**src/rtl/sr04_sched_pkg.sv**
```systemverilog
// Shared definitions for the HC-SR04 measurement sequencer: FSM state codes
// and result error codes.
package sr04_sched_pkg;

  typedef enum logic [2:0] {
    ST_IDLE      = 3'd0,
    ST_TRIG      = 3'd1,
    ST_WAIT_RISE = 3'd2,
    ST_MEAS      = 3'd3,
    ST_HOLDOFF   = 3'd4
  } state_t;

  localparam logic [1:0] ERR_OK     = 2'd0;
  localparam logic [1:0] ERR_NOECHO = 2'd1;
  localparam logic [1:0] ERR_OVR    = 2'd2;

endpackage

```
**src/rtl/sr04_sched_sync_edge.sv**
```systemverilog
// Two-flop synchronizer for an asynchronous level input, followed by a
// delay flop so that single-cycle rise/fall pulses can be derived from the
// synchronized level. Usable for the echo pin as well as for key inputs.
module sr04_sched_sync_edge (
  input  logic clk,
  input  logic rst_n,
  input  logic din,
  output logic level,
  output logic rise,
  output logic fall
);

  logic meta;
  logic sync;
  logic dly;

  // Metastability chain plus one delay stage for edge detection.
  always_ff @(posedge clk or negedge rst_n) begin
    if (!rst_n) begin
      meta <= 1'b0;
      sync <= 1'b0;
      dly  <= 1'b0;
    end else begin
      meta <= din;
      sync <= meta;
      dly  <= sync;
    end
  end

  assign level = sync;
  assign rise  = sync & ~dly;
  assign fall  = ~sync & dly;

endmodule

```
**src/rtl/sr04_sched.sv**
```systemverilog
// HC-SR04 measurement sequencer: trigger pulse, echo timing in clk_1m cycles,
// minimum trigger-to-trigger period and one result per measurement cycle.
//
// Result interface: res_vld is a one-cycle strobe with no back-pressure; the
// consumer samples res_echo/res_err on the cycle res_vld is high, and both
// hold their value until the next strobe.
module sr04_sched
  import sr04_sched_pkg::*;
#(
  parameter int TRIG_US      = 10,
  parameter int ECHO_WAIT_US = 1000,
  parameter int ECHO_MAX_US  = 38000,
  parameter int PERIOD_US    = 60000,
  parameter int CW           = 16
) (
  input  logic          clk_1m,
  input  logic          rst_n,
  input  logic          cfg_auto,
  input  logic          start,
  input  logic          s1_echo,
  output logic          s1_trig,
  output logic          busy,
  output logic          res_vld,
  output logic [CW-1:0] res_echo,
  output logic [1:0]    res_err,
  output logic [2:0]    dbg_state
);

  localparam logic [CW-1:0] TRIG_LAST = CW'(TRIG_US - 1);
  localparam logic [CW-1:0] WAIT_LAST = CW'(ECHO_WAIT_US - 1);
  localparam logic [CW-1:0] ECHO_MAX  = CW'(ECHO_MAX_US);
  localparam logic [CW-1:0] PERIOD    = CW'(PERIOD_US);

  state_t        state, state_n;
  logic [CW-1:0] cnt, cnt_n;     // trigger width, then echo-rise wait
  logic [CW-1:0] ecnt, ecnt_n;   // echo width
  logic [CW-1:0] pcnt;           // cycles since trigger rise, saturating
  logic          pending;
  logic          trig_entry;
  logic          ld;
  logic [CW-1:0] ld_echo;
  logic [1:0]    ld_err;
  logic          echo_s, echo_rise, echo_fall;

  sr04_sched_sync_edge u_echo_sync (
    .clk   (clk_1m),
    .rst_n (rst_n),
    .din   (s1_echo),
    .level (echo_s),
    .rise  (echo_rise),
    .fall  (echo_fall)
  );

  // Next-state, counter updates and result load decisions.
  always_comb begin
    state_n    = state;
    cnt_n      = cnt;
    ecnt_n     = ecnt;
    trig_entry = 1'b0;
    ld         = 1'b0;
    ld_echo    = '0;
    ld_err     = ERR_OK;
    case (state)
      ST_IDLE: begin
        if (start || pending || cfg_auto) begin
          state_n    = ST_TRIG;
          cnt_n      = '0;
          trig_entry = 1'b1;
        end
      end
      ST_TRIG: begin
        if (cnt == TRIG_LAST) begin
          state_n = ST_WAIT_RISE;
          cnt_n   = '0;
        end else begin
          cnt_n = cnt + 1'b1;
        end
      end
      ST_WAIT_RISE: begin
        // A level already high on entry shows no rise and times out.
        if (echo_rise) begin
          state_n = ST_MEAS;
          ecnt_n  = CW'(1);
        end else if (cnt == WAIT_LAST) begin
          state_n = ST_HOLDOFF;
          ld      = 1'b1;
          ld_err  = ERR_NOECHO;
        end else begin
          cnt_n = cnt + 1'b1;
        end
      end
      ST_MEAS: begin
        if (echo_fall) begin
          state_n = ST_HOLDOFF;
          ld      = 1'b1;
          ld_echo = ecnt;
        end else if (ecnt == ECHO_MAX) begin
          state_n = ST_HOLDOFF;
          ld      = 1'b1;
          ld_echo = ECHO_MAX;
          ld_err  = ERR_OVR;
        end else begin
          ecnt_n = ecnt + 1'b1;
        end
      end
      ST_HOLDOFF: begin
        // An overranged echo must finish before the sensor is re-triggered.
        if (pcnt == PERIOD && !echo_s) state_n = ST_IDLE;
      end
      default: state_n = ST_IDLE;
    endcase
  end

  // State and measurement counters.
  always_ff @(posedge clk_1m or negedge rst_n) begin
    if (!rst_n) begin
      state <= ST_IDLE;
      cnt   <= '0;
      ecnt  <= '0;
    end else begin
      state <= state_n;
      cnt   <= cnt_n;
      ecnt  <= ecnt_n;
    end
  end

  // Period counter: the trigger-rise cycle counts as the first elapsed cycle,
  // so leaving HOLDOFF at PERIOD and passing through IDLE gives a rise-to-rise
  // spacing of PERIOD_US+1 cycles.
  always_ff @(posedge clk_1m or negedge rst_n) begin
    if (!rst_n) begin
      pcnt <= '0;
    end else if (trig_entry) begin
      pcnt <= CW'(1);
    end else if (pcnt != PERIOD) begin
      pcnt <= pcnt + 1'b1;
    end
  end

  // Single pending bit: starts arriving while busy merge into one request.
  always_ff @(posedge clk_1m or negedge rst_n) begin
    if (!rst_n) begin
      pending <= 1'b0;
    end else if (trig_entry) begin
      pending <= 1'b0;
    end else if (start && state != ST_IDLE) begin
      pending <= 1'b1;
    end
  end

  // Registered trigger and result outputs.
  always_ff @(posedge clk_1m or negedge rst_n) begin
    if (!rst_n) begin
      s1_trig  <= 1'b0;
      res_vld  <= 1'b0;
      res_echo <= '0;
      res_err  <= ERR_OK;
    end else begin
      s1_trig <= (state_n == ST_TRIG);
      res_vld <= ld;
      if (ld) begin
        res_echo <= ld_echo;
        res_err  <= ld_err;
      end
    end
  end

  assign busy      = (state != ST_IDLE);
  assign dbg_state = state;

endmodule

```
**config.mk**
```make
export PLATFORM = sky130hd
export DESIGN_NAME = sr04_sched
export DESIGN_NICKNAME = d
export VERILOG_FILES = /design/src/rtl/sr04_sched_pkg.sv /design/src/rtl/sr04_sched_sync_edge.sv /design/src/rtl/sr04_sched.sv
export SDC_FILE = /design/constraint.sdc
export NUM_CORES = 1
export LEC_CHECK = 0
export CORE_MARGIN = 2
export CORE_UTILIZATION = 45
export DETAILED_ROUTE_END_ITERATION = 7
export GPL_ROUTABILITY_DRIVEN = 0
export PLACE_DENSITY_LB_ADDON = 0.08
export SETUP_SLACK_MARGIN = 0.1
export SYNTH_ARGS = -nofsm -noshare
export SYNTH_HDL_FRONTEND = slang
export SYNTH_SLANG_ARGS = --single-unit
export TNS_END_PERCENT = 30
```
**constraint.sdc**
```tcl
create_clock -name clk_1m -period 3.95 [get_ports clk_1m]
set_clock_uncertainty 0.2 [all_clocks]
set_input_delay 0.79 -clock clk_1m [delete_from_list [all_inputs] [get_ports clk_1m]]
set_output_delay 0.79 -clock clk_1m [all_outputs]
set_load 0.005 [all_outputs]
```
**Word level (Yosys, flattened, before mapping)**

Index checks and enable logic that the tools add are counted.

- Flip-flop bits (word level): 75
- Bits of input ports: 5
- Output and inout port bits: 24
- Word-level logic and storage cells: 84

- Add/sub/neg operators: 3
- Equal/unequal tests: 16
- Muxes and demuxes: 36
- Bitwise logic cells: 4
- Reduce and logical (&&, ||, !) cells: 13

Operators with widths:

| kind | number |
|---|---|
| $mux W16 | 12 |
| $add A16 B1 Y16 const B | 3 |
| $pmux W16 S3 | 1 |
| $eq A16 B16 Y1 const B | 2 |
| $pmux W16 S2 | 1 |
| $mux W3 | 7 |
| $eq A16 B10 Y1 const B | 1 |
| $eq A16 B4 Y1 const B | 1 |
| $ne A16 B16 Y1 const B | 1 |
| $pmux W3 S5 | 1 |
| $ne A2 B2 Y1 const B | 6 |
| $mux W1 | 10 |
| $reduce_and A4 Y1 | 2 |
| $eq A3 B1 Y1 const B | 2 |
| $eq A3 B2 Y1 const B | 2 |
| $reduce_bool A2 Y1 | 3 |
| $reduce_bool A3 Y1 | 2 |
| $mux W2 | 2 |
| $pmux W2 S2 | 1 |
| $eq A3 B3 Y1 const B | 1 |
| $logic_not A3 Y1 | 1 |
| $and A1 B1 Y1 | 2 |
| $logic_and A1 B1 Y1 | 2 |
| $logic_or A1 B1 Y1 | 2 |
| other kinds (3) | 4 |

**Depth between registers and ports, before layout**

Gate-level depths: netlist of run 1.

- Word-level depth: 5
- Depth in mapped cells: 8
- Depth with buffers taken out: 8

**Hierarchy**

From an unflattened synthesis of run 1, not the netlist that was laid out.

- Cells, all modules: 371
- Area total of the unflattened synthesis: 3738.6 sq um

Modules (own cells, without submodules):

| module | times used | cells an instance | area an instance (sq um) | sequential area each (sq um) |
|---|---|---|---|---|
| sr04_sched | 1 | 366 | 3648.5 | 1801.7 |
| sr04_sched_sync_edge | 1 | 5 | 90.1 | 75.1 |

**Least setup slack after synthesis of run 1**

Ideal clock, no wire load.

- Kind: input to register
- Start point: input start
- End point: register cnt[15]
- Setup time: 0.078 ns
- Arrival time: 1.992 ns
- Slack: 1.680 ns
- Stages: 6
- Path buffers: 1
- Cell sequence: nor3_1 -> a211oi_2 -> a31oi_4 -> buf_6 -> or4_1 -> a21oi_1

- Longest elaborated chain between the ends: 4

RTL lines:

| item | line | source |
|---|---|---|
| start, declared | sr04_sched.sv:19 | `input logic start,` |
| $logic_or A1 B1 Y1 (2 in a row) | sr04_sched.sv:65 | `if (start \|\| pending \|\| cfg_auto) begin` |
| $ne A2 B2 Y1 (no line) | -- |  |
| $reduce_and A4 Y1 (no line) | -- |  |
| end signal, assigned | sr04_sched.sv:122 | `cnt <= cnt_n;` |
| end, declared | sr04_sched.sv:35 | `logic [CW-1:0] cnt, cnt_n;` |

Every way passes these cells.
A chain may end at the register's enable or synchronous reset.

**Worst setup path after layout of run 1**

- Start point: register state[0], in the netlist dbg_state[0]
- End point: output busy

- Longest elaborated chain between the ends: 1

RTL lines:

| item | line | source |
|---|---|---|
| start, declared | sr04_sched.sv:34 | `state_t state, state_n;` |
| start signal, assigned | sr04_sched.sv:121 | `state <= state_n;` |
| $reduce_bool A3 Y1 | sr04_sched.sv:168 | `assign busy = (state != ST_IDLE);` |
| end, declared | sr04_sched.sv:22 | `output logic busy,` |

Every way passes these cells.

==> results of run 1 <==
[through the flow]
stage          total power [µW]  hold slack (ns)  worst slack (ns)
2_1_floorplan              1460            0.131              1.68
3_3_place_gp               1680            0.133             0.920
3_5_place_dp               1700            0.135             0.818
4_1_cts                    2310            0.153              1.06
5_1_grt                    2430            0.163             0.964
6_report                   2280            0.151              1.09
[flip-flops by register name, indices dropped and copies added (netlist names)]
register,flops
cnt,16
dbg_state,3
ecnt,16
pcnt,16
pending,1
res_echo,16
res_err,2
res_vld,1
s1_trig,1
u_echo_sync.dly,1
u_echo_sync.level,1
u_echo_sync.meta,1
[critical path, delay by kind of cell, from the launching register on]
family	cells	cell delay (ns)
flops	1	0.53
simple gates	1	0.40
buf+inv	2	0.60
[area by class of cell]
type	count	area share, %
clock inverter	7	1.75
timing repair buffer	29	6.45
sequential	75	42.4
clock buffer	9	2.80
multi-input combinational	280	42.3
tap	105	2.97
inverter	15	1.27
[kinds of logic after synthesis]
family / count (synthesis) / share of synthesized area [%]
muxes: 3 / 0.771
adders and majority gates: 6 / 1.93
xor gates and xnor gates: 14 / 3.15
buffers and inverters: 30 / 3.73
DFF: 75 / 48.2
AOI/OAI and AO/OA: 90 / 16.6
and+or+nand+nor: 167 / 25.6
[power breakdown]
part	internal [µW]	leakage, µW	switching, µW
combinational	299	0.000699	351
sequential	884	0.00101	143
clock	296	0.0000998	306
total	1480	0.00180	800
[cell usage after synthesis, drive strengths merged (2+ instances only)]
cell / count
dfrtp: 75
nand2: 31
nor2: 28
a21oi: 25
o21ai: 18
nand3: 17
inv: 15
nand4: 15
a22o: 13
o31ai: 12
or3: 12
or4: 11
buf: 10
nor3: 9
nor4: 9
and3: 7
nand2b: 7
xnor2: 7
xor2: 7
a2bb2oi: 6
ha: 6
clkbuf: 5
and4: 4
and2: 3
mux2i: 3
nor4bb: 3
a31o: 2
a31oi: 2
nor2b: 2
o21a: 2
or3b: 2
[layer usage]
metal  routed length (µm)  share of wire, %  GRT usage, %
met5                    0                 0             0
met4                   97               1.1          6.61
met3                  324               3.8          2.82
met2                 3700                43          27.3
met1                 4470                52          29.0
[how the worst max path moves through the flow]
stage	end	start	slack (ns)	cells after the start
5_1_grt	busy	dbg_state[0]	0.96	3
4_1_cts	busy	dbg_state[2]	1.06	3
3_5_place_dp	cnt[1]	start	0.82	6
6_report	busy	dbg_state[0]	1.09	3
3_3_place_gp	cnt[1]	start	0.92	6
2_1_floorplan	cnt[15]	start	1.68	6
==> reports/metrics.csv, run 1 <==
stage;metric;value;unit
min_path;worstHoldStart;u_echo_sync.meta;
timing;slew_headroom;22.0;%
detailed_routing;drc;0;
logic_synthesis;synth_top_area_share;48.2;%
cts;insertion_delay;0.34;ns
cts;post_cts_buffers;0;
setup_path;r2r_cells;6;
floorplanning;core_region_area;8300;µm²
timing;min_period;2.86;ns
logic_synthesis;async_flop_share;100;%
timing;fin_setup_tns;0;ns
cts;ctsResizeCount;0;
layout;stdcell_area;4420;µm²
floorplanning;die_y;97.0;µm
layout;nets;421;
pwr;leakage;0.00180;µW
setup_path;r2r_end;cnt[1];
setup_path;startpoint_type;flip-flop;
logic_synthesis;synth_seq_area_share;48.2;%
detailed_routing;post_drt_wl_per_cell;16.5;µm
pwr;max-vdd-ir-drop;0.000233;V
logic_synthesis;synth-edff-count;0;
timing;tightest_slew;1.17;ns
timing;hold_viol_final;0;
grt;grt_pass1_wl;14.6;mm
setup_path;max_stage_delay;0.53;ns
cts;cts_hold_buf;0;
setup_path;r2r_slack;1.48;ns
logic_synthesis;synth_area_leader_cell;dfrtp_1;
min_path;min_path_type;reg2reg;
setup_path;crit_fanout;11;
setup_path;r2r_start;cnt[0];
detailed_routing;vias_per_cell;5.86;
place;numPortBuffers;28;
logic_synthesis;synth_flop_cell;dfrtp_1;
detailed_routing;via_count;3048;
min_path;hold_path_depth;0;
layout;layout_common_cells;dfrtp_1 (75), nand2_1 (31), nor2_1 (27), clkdlybuf4s50_1 (27), a21oi_1 (25);
floorplanning;boundaryPins;29;
cts;cts_buffers;9;
detailed_routing;dr.pass1.iters;4;
run;maxCapViolCount;0;
layout;drive_gt1_share;9.16;%
cts;clock-sinks;75;
detailed_routing;wirelength;8.59;mm
logic_synthesis;ys_ff_latch;75;
cts;htreeDepth;3;
timing;finalSetupViolCount;0;
detailed_routing;antenna_left;0;
cts;cts_tree;done;
layout;final_common_cell;dfrtp_1;
layout;area_growth;13.6;%
layout;fin_util;53.3;%
setup_path;arrival;1.87;ns
grt;grt_overflow;0;
logic_synthesis;avgSynthCellArea;10.1;µm²
grt;grt_max_degree;76;
logic_synthesis;synthDistinctLibCells;58;
place;dp.cells;504;
floorplanning;die_width;97.0;µm
place;place_area;4220;µm²
run_status;status;complete, no violations;
timing;max_freq;0.350;GHz
timing;period_share;72.3;%
logic_synthesis;syn_nets;396;
setup_path;crit_required;2.96;ns
layout;fillers;772;
layout;multi_input_area;1870;µm²
logic_synthesis;synthCells;385;
min_path;worstHoldEndpoint;u_echo_sync.level;
place;dpl.hpwl;5.74;mm
logic_synthesis;yosysWarnings;0;
layout;final_cell_count_no_fill;520;
logic_synthesis;synthTopCellsByArea;dfrtp_1 (48%), a21oi_1 (3.2%), nand2_1 (3.0%), a22o_1 (2.9%), nor2_1 (2.6%);
detailed_routing;drt-initial-drc-count;179;
timing;drv_slew;0;
cts;cts_max_path_buffers;2;
floorplanning;die_area;9410;µm²
grt;antenna_found_initial;0;
setup_path;end_kind;output pin;
floorplanning;initial_core_util;46.9;%
layout;diodes;0;
setup_path;path_class;reg2out;
layout;register_area;1880;µm²
setup_path;crit_chain;nor3_1, inv_1, clkdlybuf4s50_1;
grt;grt_usage;19.0;%
cts;root_buffer;clkbuf_8;
cts;cts.clk_slew.worst_paths;0.08;ns
floorplanning;rows;33;
setup_path;slowest_stage;dfrtp_1;
pwr;power_density;515;nW/µm²
logic_synthesis;synthesis.area;3890;µm²
grt;grt_pass1_vias;2873;
timing;rsz0062_at_grt;false;
Power figures use the tool's default switching activity.
==> run 2: changes to the inputs <==
- clock period: 3.95 -> 2.3 ns (I/O delays scaled with it)
==> run 2 against run 1 <==
Sequential cell count is the same. Largest power group unchanged. Via count up 4.0%. Sequential power is 67% higher. Highest routed layer unchanged. Non-clock buffer count increased by 36. First-iteration DRC count decreased by 5.0%. Critical path type is now reg2reg. Final cell count is 6.9% higher. Global-route usage is 1.2 points higher. Combinational power rose by 130%. Critical path depth rose by 3. Sequential share of layout area shrank 3.5 points.
==> reports/metrics.csv, run 2 (synthesis results as in run 1) <==
stage;metric;value;unit;change
detailed_routing;drt-initial-drc-count;170;;-5.0%
grt;antenna_found_initial;0;;unchanged
cts;insertion_delay;0.34;ns;about the same
pwr;swShare;33.0;%;-2.1 points
setup_path;r2r_start;dbg_state[2];;
setup_path;r2r_slack;0.07;ns;-1.41 ns
timing;finalSetupViolCount;0;;unchanged
timing;max_freq;0.448;GHz;
cts;cts_tree;done;;
setup_path;r2r_cells;6;;unchanged
pwr;total_power;4310;µW;+89%
min_path;min_path_type;reg2reg;;
pwr;intPower;2880;µW;+95%
timing;min_period;2.23;ns;
timing;hold_viol_final;0;;unchanged
floorplanning;die_width;97.0;µm;unchanged
detailed_routing;drc;0;;unchanged
cts;cts_buffers;9;;unchanged
grt;grt_pass1_vias;3115;;+8.4%
detailed_routing;vias_per_cell;5.70;;-2.7%
place;dpl.hpwl;6.26;mm;+9.1%
pwr;switchingPower;1420;µW;+78%
layout;final_common_cell;dfrtp_1;;
detailed_routing;dr.pass1.iters;4;;unchanged
timing;slew_headroom;67.6;%;+46 points
pwr;max-vdd-ir-drop;0.000514;V;+120%
place;numPortBuffers;28;;unchanged
pwr;seq_power_share;40.0;%;-5.1 points
layout;diodes;0;;unchanged
run_status;status;complete, no violations;;
floorplanning;core_region_area;8300;µm²;unchanged
setup_path;crit_fanout;12;;+1
pwr;leakage;0.00201;µW;+11%
timing;whs;0.152;ns;+0.000860 ns
detailed_routing;wirelength;8.92;mm;+3.8%
pwr;power_density;891;nW/µm²;+73%
setup_path;startpoint_type;flip-flop;;
floorplanning;die_y;97.0;µm;unchanged
grt;grt_max_degree;41;;-46%
grt;grt_usage;20.2;%;+1.2 points
setup_path;crit_end;ecnt[11];;
floorplanning;initial_core_util;46.9;%;unchanged
setup_path;setup.worst_path.start;dbg_state[2];;
cts;cts.clk_slew.worst_paths;0.08;ns;about the same
layout;area_growth;24.1;%;
setup_path;end_kind;flip-flop;;
layout;layout_common_cells;dfrtp_1 (72), buf_4 (33), nand2_1 (31);;
cts;cts_max_path_buffers;2;;unchanged
timing;drv_slew;0;;unchanged
setup_path;arrival;2.30;ns;+0.43 ns
setup_path;r2r_end;ecnt[11];;
cts;root_buffer;clkbuf_8;;
cts;htreeDepth;3;;unchanged
floorplanning;die_area;9410;µm²;unchanged
floorplanning;boundaryPins;29;;unchanged
setup_path;crit_required;2.37;ns;-0.59 ns
timing;tightest_slew;0.486;ns;-0.680 ns
grt;grt_pass1_wl;15.6;mm;+6.6%
detailed_routing;post_drt_wl_per_cell;16.0;µm;-2.9%
layout;drive_gt1_share;19.7;%;+11 points
timing;period_share;97.0;%;
detailed_routing;antenna_left;0;;unchanged
detailed_routing;via_count;3170;;+4.0%
timing;rsz0062_at_grt;true;;
layout;nets;457;;+8.6%
run;maxCapViolCount;0;;unchanged
pwr;comb_power_share;34.2;%;+5.7 points
pwr;p_clk_share;25.8;%;-0.6 points
grt;grt_overflow;0;;unchanged
setup_path;path_class;reg2reg;;
cts;clock-sinks;75;;unchanged
floorplanning;rows;33;;unchanged
==> run 2: worst max-delay path, cell delays in order, from the launching register on <==
cell     delay [ns]
dfrtp_2        0.50
or3b_4         0.48
nor2_8         0.11
a31oi_4        0.05
buf_12         0.16
or4_1          0.51
a21oi_1        0.15
==> run 2: timing repair <==
item | CTS | global route
setup buffers | 2 | 2
endpoints found under the setup margin | 34 | 50
hold buffers | 1 | 0
pin swaps | 6 | 8
hold endpoints to repair | 35 | 0
resized for setup | 7 | 15
==> run 2: cell type report <==
class / instances / area, µm²
Multi-Input combinational cell: 280 / 1950
Tap cell: 105 / 131
Sequential cell: 75 / 1880
Inverter: 15 / 56.3
Timing Repair Buffer: 65 / 599
Clock inverter: 6 / 90.1
Clock buffer: 10 / 128
Fill cell: 740 / 3470
==> run 2: power by group through the flow <==
stage,combinational (µW),clock [µW],sequential [µW]
CTS,1440,1140,1720
floorplan,812,0,1700
global route,1620,1200,1760
detailed placement,1390,0,1750
finish,1470,1110,1720
global placement,1360,0,1740
==> run 2: layer usage <==
metal	up-vias	track usage [%]	routed length (µm)
li1	1557	-	-
met1	1553	31.0	4650
met2	51	29.2	3920
met3	9	3.18	260
met4	0	6.07	92
met5	-	0	0
==> run 2: how the worst min path moves through the flow <==
stage / from / endpoint / slack [ns] / depth (start not counted)
floorplan: rst_n / cnt[0] / -0.04 / 0
global placement: u_echo_sync.meta / u_echo_sync.level / 0.13 / 0
detailed placement: u_echo_sync.meta / u_echo_sync.level / 0.13 / 0
CTS: u_echo_sync.meta / u_echo_sync.level / 0.15 / 0
global route: u_echo_sync.meta / u_echo_sync.level / 0.16 / 0
finish: u_echo_sync.meta / u_echo_sync.level / 0.15 / 0
==> run 2: metrics by stage <==
| step | utilization (%) | setup WS [ns] | area [µm²] | instances | setup TNS (ns) |
|---|---|---|---|---|---|
| after floorplan | - | 0.208 | 3890 | 385 | 0 |
| after global placement | 54.0 | -0.222 | 4480 | 535 | -2.10 |
| after detailed placement | 54.0 | -0.260 | 4480 | 535 | -2.79 |
| after CTS | 57.3 | 0.0380 | 4750 | 554 | 0 |
| after global routing | 58.2 | -0.0137 | 4830 | 556 | -0.0137 |
| final | 58.2 | 0.0696 | 4830 | 556 | 0 |
